## src/rtl/flash_axil_pkg.sv

```systemverilog
// Shared definitions for the flash AXI4-Lite master: command op codes,
// flash address-encoding bit positions, FSM state encoding and AXI response codes.
package flash_axil_pkg;

  // Command op codes presented on req_op.
  typedef enum logic [1:0] {
    OP_READ    = 2'b00,
    OP_WRITE   = 2'b01,
    OP_ERASE_A = 2'b10,
    OP_ERASE_B = 2'b11
  } op_e;

  // The flash slave decodes the operation from these address bits.
  localparam int ADDR_DATA_BIT    = 24;
  localparam int ADDR_ERASE_A_BIT = 25;
  localparam int ADDR_ERASE_B_BIT = 26;

  localparam logic [1:0] RESP_OKAY = 2'b00;

  // Master FSM states.
  typedef enum logic [2:0] {
    S_IDLE,
    S_AR,
    S_RWAIT,
    S_AW,
    S_BWAIT,
    S_EBUSY,
    S_EDONE,
    S_RSP
  } state_e;

  // Build the 32-bit AXI address: {5'b0, b26, b25, b24, byte_addr}.
  function automatic logic [31:0] encode_addr(input op_e op, input logic [23:0] addr);
    logic [31:0] a;
    a = {8'h00, addr};
    case (op)
      OP_READ, OP_WRITE: a[ADDR_DATA_BIT]    = 1'b1;
      OP_ERASE_A:        a[ADDR_ERASE_A_BIT] = 1'b1;
      default:           a[ADDR_ERASE_B_BIT] = 1'b1;
    endcase
    return a;
  endfunction

endpackage

```

## src/rtl/flash_timeout_ctr.sv

```systemverilog
// Cycle counter shared by the erase busy-wait window and the response timeout.
// 'expired' is high during the limit-th consecutive enabled cycle after a clear,
// so the owner can leave its wait state on that same cycle.
module flash_timeout_ctr #(
  parameter int WIDTH = 20
) (
  input  logic             ACLK,
  input  logic             ARESET,
  input  logic             clear,
  input  logic             enable,
  input  logic [WIDTH-1:0] limit,
  output logic             expired
);

  logic [WIDTH-1:0] count;

  // Terminal-count compare: count starts at 0 on the first enabled cycle.
  assign expired = enable && (count == (limit - WIDTH'(1)));

  // Count enabled cycles; clear has priority so a new window always starts at 0.
  always_ff @(posedge ACLK) begin
    if (ARESET) begin
      count <= '0;
    end else if (clear) begin
      count <= '0;
    end else if (enable && !expired) begin
      count <= count + WIDTH'(1);
    end
  end

endmodule

```

## src/rtl/flash_axil_master.sv

```systemverilog
// AXI4-Lite master for the QSPI flash controller slave port.
// Converts a one-outstanding request/response command port into address-encoded
// AXI4-Lite reads, writes and erases. Erase completion is detected from the slave's
// AWREADY busy indication, since the slave never returns a write response for an erase.
module flash_axil_master
  import flash_axil_pkg::*;
#(
  parameter int BUSY_WAIT      = 16,
  parameter int TIMEOUT_CYCLES = 1000000
) (
  input  logic        ACLK,
  input  logic        ARESET,
  // command port
  input  logic        req_valid,
  output logic        req_ready,
  input  logic [1:0]  req_op,
  input  logic [23:0] req_addr,
  input  logic [31:0] req_wdata,
  // response port
  output logic        rsp_valid,
  input  logic        rsp_ready,
  output logic [31:0] rsp_rdata,
  output logic        rsp_err,
  // AXI4-Lite write address
  output logic [31:0] M_AWADDR,
  output logic        M_AWVALID,
  output logic [2:0]  M_AWPROT,
  input  logic        M_AWREADY,
  // AXI4-Lite write data
  output logic [31:0] M_WDATA,
  output logic [3:0]  M_WSTRB,
  output logic        M_WVALID,
  input  logic        M_WREADY,
  // AXI4-Lite write response
  input  logic        M_BVALID,
  input  logic [1:0]  M_BRESP,
  output logic        M_BREADY,
  // AXI4-Lite read address
  output logic [31:0] M_ARADDR,
  output logic        M_ARVALID,
  output logic [2:0]  M_ARPROT,
  input  logic        M_ARREADY,
  // AXI4-Lite read data
  input  logic        M_RVALID,
  input  logic [31:0] M_RDATA,
  input  logic [1:0]  M_RRESP,
  output logic        M_RREADY
);

  // One counter serves both windows, so size it for the larger limit.
  localparam int CTR_MAX = (TIMEOUT_CYCLES > BUSY_WAIT) ? TIMEOUT_CYCLES : BUSY_WAIT;
  localparam int CTR_W   = $clog2(CTR_MAX + 1);

  state_e           state;
  state_e           next_state;
  op_e              op_q;

  logic             req_fire;
  logic             rsp_fire;

  logic             tmo_clear;
  logic             tmo_enable;
  logic             tmo_expired;
  logic [CTR_W-1:0] tmo_limit;

  // Next values of the registered control outputs.
  logic             req_ready_d;
  logic             rsp_valid_d;
  logic             arvalid_d;
  logic             awvalid_d;
  logic             rready_d;
  logic             bready_d;

  assign req_fire = req_valid && req_ready;
  assign rsp_fire = rsp_valid && rsp_ready;

  // Protection is always unprivileged, secure, data.
  assign M_AWPROT = 3'b000;
  assign M_ARPROT = 3'b000;

  // Counter runs in every wait state; any state change starts a fresh window.
  assign tmo_enable = (state == S_RWAIT) || (state == S_BWAIT) ||
                      (state == S_EBUSY) || (state == S_EDONE);
  assign tmo_clear  = (next_state != state);
  assign tmo_limit  = (state == S_EBUSY) ? CTR_W'(BUSY_WAIT) : CTR_W'(TIMEOUT_CYCLES);

  flash_timeout_ctr #(
    .WIDTH (CTR_W)
  ) u_tmo (
    .ACLK    (ACLK),
    .ARESET  (ARESET),
    .clear   (tmo_clear),
    .enable  (tmo_enable),
    .limit   (tmo_limit),
    .expired (tmo_expired)
  );

  // State register.
  always_ff @(posedge ACLK) begin
    // NOTE: non-blocking assignments in clocked blocks so every register samples
    // pre-edge values regardless of block evaluation order.
    if (ARESET) begin
      state <= S_IDLE;
    end else begin
      state <= next_state;
    end
  end

  // Next-state logic; a real response beats an expiring timer in the same cycle.
  always_comb begin
    // NOTE: default assignment first so no path leaves next_state unassigned (no latch).
    next_state = state;
    unique case (state)
      S_IDLE: begin
        if (req_fire) begin
          next_state = (req_op == OP_READ) ? S_AR : S_AW;
        end
      end
      S_AR: begin
        if (M_ARREADY) begin
          next_state = S_RWAIT;
        end
      end
      S_RWAIT: begin
        if (M_RVALID || tmo_expired) begin
          next_state = S_RSP;
        end
      end
      S_AW: begin
        if (M_AWREADY && M_WREADY) begin
          next_state = (op_q == OP_WRITE) ? S_BWAIT : S_EBUSY;
        end
      end
      S_BWAIT: begin
        if (M_BVALID || tmo_expired) begin
          next_state = S_RSP;
        end
      end
      S_EBUSY: begin
        if (!M_AWREADY) begin
          next_state = S_EDONE;
        end else if (tmo_expired) begin
          next_state = S_RSP;
        end
      end
      S_EDONE: begin
        if (M_AWREADY || tmo_expired) begin
          next_state = S_RSP;
        end
      end
      S_RSP: begin
        if (rsp_fire) begin
          next_state = S_IDLE;
        end
      end
      default: next_state = S_IDLE;
    endcase
  end

  // Output decode from the upcoming state, so the registered outputs line up with it.
  always_comb begin
    req_ready_d = (next_state == S_IDLE);
    arvalid_d   = (next_state == S_AR);
    awvalid_d   = (next_state == S_AW);
    rready_d    = (next_state == S_RWAIT);
    bready_d    = (next_state == S_BWAIT);
    rsp_valid_d = (next_state == S_RSP);
  end

  // Control output registers; AWVALID and WVALID share one source so they never split.
  always_ff @(posedge ACLK) begin
    if (ARESET) begin
      req_ready <= 1'b0;
      rsp_valid <= 1'b0;
      M_ARVALID <= 1'b0;
      M_AWVALID <= 1'b0;
      M_WVALID  <= 1'b0;
      M_RREADY  <= 1'b0;
      M_BREADY  <= 1'b0;
    end else begin
      req_ready <= req_ready_d;
      rsp_valid <= rsp_valid_d;
      M_ARVALID <= arvalid_d;
      M_AWVALID <= awvalid_d;
      M_WVALID  <= awvalid_d;
      M_RREADY  <= rready_d;
      M_BREADY  <= bready_d;
    end
  end

  // Command capture and response accumulation; held stable while in AR/AW/RSP.
  always_ff @(posedge ACLK) begin
    if (ARESET) begin
      op_q      <= OP_READ;
      M_ARADDR  <= '0;
      M_AWADDR  <= '0;
      M_WDATA   <= '0;
      M_WSTRB   <= '0;
      rsp_rdata <= '0;
      rsp_err   <= 1'b0;
    end else begin
      if (req_fire) begin
        op_q      <= op_e'(req_op);
        rsp_rdata <= '0;
        rsp_err   <= 1'b0;
        if (req_op == OP_READ) begin
          M_ARADDR <= encode_addr(op_e'(req_op), req_addr);
        end else begin
          M_AWADDR <= encode_addr(op_e'(req_op), req_addr);
          M_WDATA  <= (req_op == OP_WRITE) ? req_wdata : 32'h0;
          M_WSTRB  <= (req_op == OP_WRITE) ? 4'hF : 4'h0;
        end
      end
      case (state)
        S_RWAIT: begin
          if (M_RVALID) begin
            rsp_rdata <= M_RDATA;
            rsp_err   <= (M_RRESP != RESP_OKAY);
          end else if (tmo_expired) begin
            rsp_err <= 1'b1;
          end
        end
        S_BWAIT: begin
          if (M_BVALID) begin
            rsp_err <= (M_BRESP != RESP_OKAY);
          end else if (tmo_expired) begin
            rsp_err <= 1'b1;
          end
        end
        S_EBUSY: begin
          if (M_AWREADY && tmo_expired) begin
            rsp_err <= 1'b1;
          end
        end
        S_EDONE: begin
          if (!M_AWREADY && tmo_expired) begin
            rsp_err <= 1'b1;
          end
        end
        default: ;
      endcase
    end
  end

endmodule

```

## config.mk

```make
export PLATFORM = sky130hd
export DESIGN_NAME = flash_axil_master
export DESIGN_NICKNAME = d
export VERILOG_FILES = /design/src/rtl/flash_axil_pkg.sv /design/src/rtl/flash_timeout_ctr.sv /design/src/rtl/flash_axil_master.sv
export SDC_FILE = /design/constraint.sdc
export NUM_CORES = 1
export LEC_CHECK = 0
export ABC_AREA = 1
export CAP_MARGIN = 15
export CELL_PAD_IN_SITES_DETAIL_PLACEMENT = 0
export CELL_PAD_IN_SITES_GLOBAL_PLACEMENT = 1
export CORE_ASPECT_RATIO = 1.75
export CORE_MARGIN = 2
export CORE_UTILIZATION = 34
export CTS_BUF_LIST = sky130_fd_sc_hd__clkbuf_4 sky130_fd_sc_hd__clkbuf_8
export DETAILED_ROUTE_END_ITERATION = 8
export HOLD_SLACK_MARGIN = 0.12
export PLACE_DENSITY_LB_ADDON = 0.1
export SYNTH_ARGS = -nofsm -noshare
export SYNTH_HDL_FRONTEND = slang
export SYNTH_SLANG_ARGS = --single-unit
export TNS_END_PERCENT = 1
```

## constraint.sdc

```tcl
create_clock -name ACLK -period 4.6 [get_ports ACLK]
set_input_delay 0.92 -clock ACLK [delete_from_list [all_inputs] [get_ports ACLK]]
set_output_delay 0.92 -clock ACLK [all_outputs]
set_load 0.01 [all_outputs]
```

# After elaboration in Yosys (flattened, before gate mapping)
# Index checks and enable logic that the tools add are counted.
# totals
elab_cells	88
inputBits	103
regBits	154
# classes
bitwise_logic	1
n_reduce_logical	25
n_addsub	2
n_eq_ne	17
mux	28
# ops
operator	count
2-to-1 mux 32 bit	4
2-to-1 mux 3 bit	9
case mux 3 bit (8 select lines)	1
adder 20 x 1 -> 20 bit (second input constant)	1
equality test 20 bit	1
2-to-1 mux 20 bit	1
subtractor 20 x 1 -> 20 bit (second input constant)	1
equality test 3 bit (second input constant)	6
equality test 3 x 2 -> 1 bit (second input constant)	4
2-to-1 mux 1 bit	10
logical AND 1 bit	7
equality test 3 x 1 -> 1 bit (second input constant)	2
zero test 3 bit	2
logical OR 1 bit	6
equality test 2 x 1 -> 1 bit (second input constant)	2
2-to-1 mux 4 bit	1
case mux 1 bit (4 select lines)	1
AND reduction 2 bit	2
nonzero test 2 bit	2
OR reduction 2 bit	2
!= test 3 bit	1
OR reduction 3 bit	1
equality test 2 bit (second input constant)	1
zero test 1 bit	2
other kinds (3)	3

# Logic depth before layout (Yosys ltp)
# logic_depth
depth_word	10
depth_mapped	16
depth_no_buf	14

# Modules after synthesis
# Synthesis repeated with hierarchy kept, for this count alone.
# hier_totals
hier_cells	1032
area_unflattened_um2	7186.9
# modules_own_cells
module	seq_area_each_um2	instances	area_per_inst_um2	cells_each
flash_axil_master	2622.5	1	5042.3	675
flash_timeout_ctr	400.4	1	2144.6	357

# Worst setup path before layout
# OpenSTA, ideal clock, no wires.
# synth_path
kind	in2reg
startpoint	in req_op[0]
endpoint	reg M_WDATA[24]
required_ns	4.529
n_path_buf	2
path_stages	7
arrival_ns	1.959
setup_slack_ns	2.571
setup_time_ns	0.071
cell_sequence	nor2_1 -> nor2_1 -> inv_1 -> clkbuf_1 -> clkbuf_1 -> nand2_1 -> a21oi_1
# synth_via
elab_chain_len	3
elab_cells_between_ends	5
cone_classes	eq/ne: 1; mux: 1; bitwise: 1; reduce/logical: 2
# synth_rtl
element	line	text
from (decl)	flash_axil_master.sv:16	input logic [1:0] req_op,
zero test 2 bit	flash_axil_master.sv:206	if (req_op == OP_READ) begin
NOT 1 bit (no line)	--	
AND reduction 2 bit (no line)	--	
to (signal assigned)	flash_axil_master.sv:210	M_WDATA <= (req_op == OP_WRITE) ? req_wdata : 32'h0;
to (decl)	flash_axil_master.sv:30	output logic [31:0] M_WDATA,
# Several ways; a longest one is shown, not always the timed one.
# A chain may end at the register's enable or synchronous reset.

# Worst setup path after layout
# layout_path
startpoint	in M_RVALID
endpoint	reg u_tmo.count[5]
# layout_via
elab_chain_len	5
# layout_rtl
element	line	text
from (decl)	flash_axil_master.sv:44	input logic M_RVALID,
logical OR 1 bit	flash_axil_master.sv:125	if (M_RVALID || tmo_expired) begin
2-to-1 mux 3 bit	flash_axil_master.sv:125	
case mux 3 bit (8 select lines)	flash_axil_master.sv:113	unique case (state)
!= test 3 bit	flash_axil_master.sv:84	assign tmo_clear = (next_state != state);
OR reduction 2 bit (no line)	--	
to (signal assigned)	flash_timeout_ctr.sv:27	count <= count + WIDTH'(1);
to (decl)	flash_timeout_ctr.sv:15	logic [WIDTH-1:0] count;
# No other way between the ends.

==> metrics.md <==
| Metric | Value |
|---|---|
| Half-perimeter wire length after placement | `14,000 um` |
| Commonest non-fill, non-tap cell in the layout | `clkdlybuf4s50_1` |
| FILL cells | `1,836` |
| Starting density of the core | `34.7%` |
| CTS Hold Bufs | `0` |
| # Post-CTS Setup Buffers | `0` |
| Clock sink count | `151` |
| Number of global-route vias before repair | `5,667` |
| Final Util | `50.2%` |
| Post-Syn Area | `0.00626 mm^2` |
| Worst endpoint required time | `4.95 ns` |
| Gate power share | `29.6%` |
| Mean area per synthesized cell | `7.38 um^2` |
| Worst setup SP type | `input pin` |
| Switch share | `35.3%` |
| Post-route ant nets | `0` |
| Final wirelength | `19,700 um` |
| Leak | `3.45 nW` |
| Layout cell share with drive strength beyond 1 | `8.12%` |
| Final setup violation count | `0` |
| Die width | `107 um` |
| Final hold vios | `0` |
| Clk_lat worst skew | `0.44 ns` |
| Slew Limit Fails | `0` |
| DIE AREA | `0.0196 mm^2` |
| Setup Total Neg Slack | `0 ns` |
| Cell count after synthesis | `848` |
| Internal power | `0.00236 W` |
| Min-Delay Path Depth | `2` |
| Grt ovf | `0` |
| Remaining DRCs | `0` |
| Fmax | `351 MHz` |
| Fin nets | `1,162` |
| CTS Buf Count | `17` |
| Clock share of power | `28.1%` |
| Final min period | `2.85 ns` |
| Ant diodes | `0` |
| Fin crit share | `61.9%` |
| Std-Cell Rows | `65` |
| Boundary pin count | `249` |
| Post-cts resize count | `0` |
| Multi-input logic area | `0.00274 mm^2` |
| Commonest non-fill, non-tap cells in the layout | `clkdlybuf4s50_1, nor2_1, dfxtp_1, nand2_1, o21ai_0` |
| Htree depth | `4` |
| Max_cap viols | `0` |
| Clock Skew | `0.0149 ns` |
| Warnings from Yosys | `0` |
| GPL Wtd Cong | `0.817` |
| Layout area overhead | `44.8%` |
| Vias per cell | `4.63` |
| Hold Crit Class | `reg -> reg` |
| Worst Reg-to-Reg Cells | `14` |
| Sequential Power Share | `42.3%` |
| RSZ-0062 raised after global routing | `false` |
| Port buffer count | `232` |
| CP endpoint kind | `flip-flop` |
| Core region area | `0.0181 mm^2` |
| First-pass GRT wire length | `30,000 um` |
| Power Dens Cells | `402 mW/mm^2` |
| GRT Total Usage | `19.6%` |
| VDD IR max | `0.000201 V` |
| Sequential share of the synthesized area | `48.3%` |
| WS Path Type | `in -> reg` |
| Outcome | `complete, no violations` |
| Arr. time, crit path | `3.20 ns` |
| Largest net degree at the start of global routing | `44` |
| CTS tree | `yes` |
| DRT Pass-1 Iters | `4` |
| WL/cell | `15.1 um` |
| Drt first-iter violations | `221` |
| Switch Pwr | `0.00129 W` |
| CTS root buf | `clkbuf_8` |
| Synth Register Bits | `151` |
| FF+latch area | `0.00302 mm^2` |
| Crit Path Max Fanout | `33` |
| Die H | `184 um` |
| Via count | `6,046` |
| Buffer depth of the longest clock path | `2` |
| Unique cell type count in the Yosys netlist | `32` |
| Relative slew slack | `42.9%` |
| Number of antenna violations at the first check in global routing | `0` |
| Tightest Pin Transition | `0.855 ns` |
| Clock Pin Slew Worst Setup and Hold Paths | `0.09 ns` |
synth_stat cells, drive strengths merged:
master	count	share of area, %
nand4	11	1.2
xor2	17	2.4
nor4	2	0.20
buf	32	3.5
xnor2	3	0.42
ha	1	0.20
o21ai	92	7.4
inv	57	3.5
nand2	139	8.7
clkbuf	33	2.0
dfxtp	151	48
and3	1	0.10
nor3	14	1.1
a211oi	2	0.24
conb	1	0.060
nor2	201	13
nor3b	1	0.12
or2	1	0.10
nand3	16	1.4
a21oi	73	5.8
layout make-up:
type / instances / area share [%]
multi-input combinational: 590 / 30.2
clock inverter: 15 / 1.77
tap: 234 / 3.23
clock buffer: 17 / 2.58
inverter: 57 / 2.39
timing repair buffer: 241 / 26.5
sequential: 151 / 33.3
worst max-delay path: stages:
cell and delay, ns:
clkdlybuf4s50_1 0.42, inv_1 0.12, nor2_4 0.05, inv_2 0.39
nand2_2 0.14, nor2_2 0.14, nand2_2 0.08, nand2_2 0.09
nand2_1 0.05, nand2_1 0.06, nand3_2 0.49, nor2_2 0.22
final timing paths:
path	startpoint	to	slack (ns)
worst max-delay path	M_RVALID	u_tmo.count[5]	1.75
worst min-delay path	M_ARADDR[26]	M_ARADDR[26]	0.45
worst max register to register	state[0]	u_tmo.count[5]	1.98
worst min register to register	M_ARADDR[26]	M_ARADDR[26]	0.45
flip-flops by register name, summed over array words and instances (netlist names), 2 cells and up:
| name | flops |
|---|---|
| u_tmo.count | 20 |
| op_q | 2 |
| M_WDATA | 32 |
| M_ARADDR | 27 |
| M_AWADDR | 27 |
| state | 3 |
| rsp_rdata | 32 |
layer usage:
| metal | wire, um | vias up | part of all wire (%) | track usage (%) |
|---|---|---|---|---|
| li1 | - | 3087 | - | - |
| met2 | 10600 | 171 | 54 | 35.7 |
| met3 | 1200 | 24 | 6.1 | 5.35 |
| met1 | 7480 | 2764 | 38 | 21.5 |
| met4 | 438 | 0 | 2.2 | 7.12 |
| met5 | 0 | - | 0 | 0 |
cell families after synthesis:
| kind of cell | Yosys count | share of synthesized area, % |
|---|---|---|
| and+or+nand+nor | 386 | 26.3 |
| AOI/OAI and AO/OA | 167 | 13.4 |
| DFF | 151 | 48.3 |
| buffers and inverters | 122 | 8.95 |
| xor gates and xnor gates | 20 | 2.80 |
| adders and majority gates | 1 | 0.200 |
| other | 1 | 0.0599 |
power by group through the flow:
stage                     registers, W  logic [W]  clock network (W)
after CTS                      0.00154    0.00110            0.00107
after detailed placement       0.00157    0.00109                  0
after floorplan                0.00160   0.000597                  0
after global routing           0.00156    0.00119            0.00112
after global placement         0.00157    0.00110                  0
final                          0.00154    0.00108            0.00103
per-stage QoR:
step | area [um^2] | hold slack, ns | power, W | setup WS (ns) | std cells
2_1_floorplan | 6320 | 0.445 | 0.00220 | 2.57 | 863
3_3_place_gp | 8670 | 0.432 | 0.00267 | 1.31 | 1273
3_5_place_dp | 8670 | 0.436 | 0.00266 | 1.24 | 1273
4_1_cts | 9060 | 0.450 | 0.00371 | 1.69 | 1305
5_1_grt | 9060 | 0.468 | 0.00388 | 1.52 | 1305
6_report | 9060 | 0.448 | 0.00365 | 1.75 | 1305
Power figures use the tool's default switching activity.
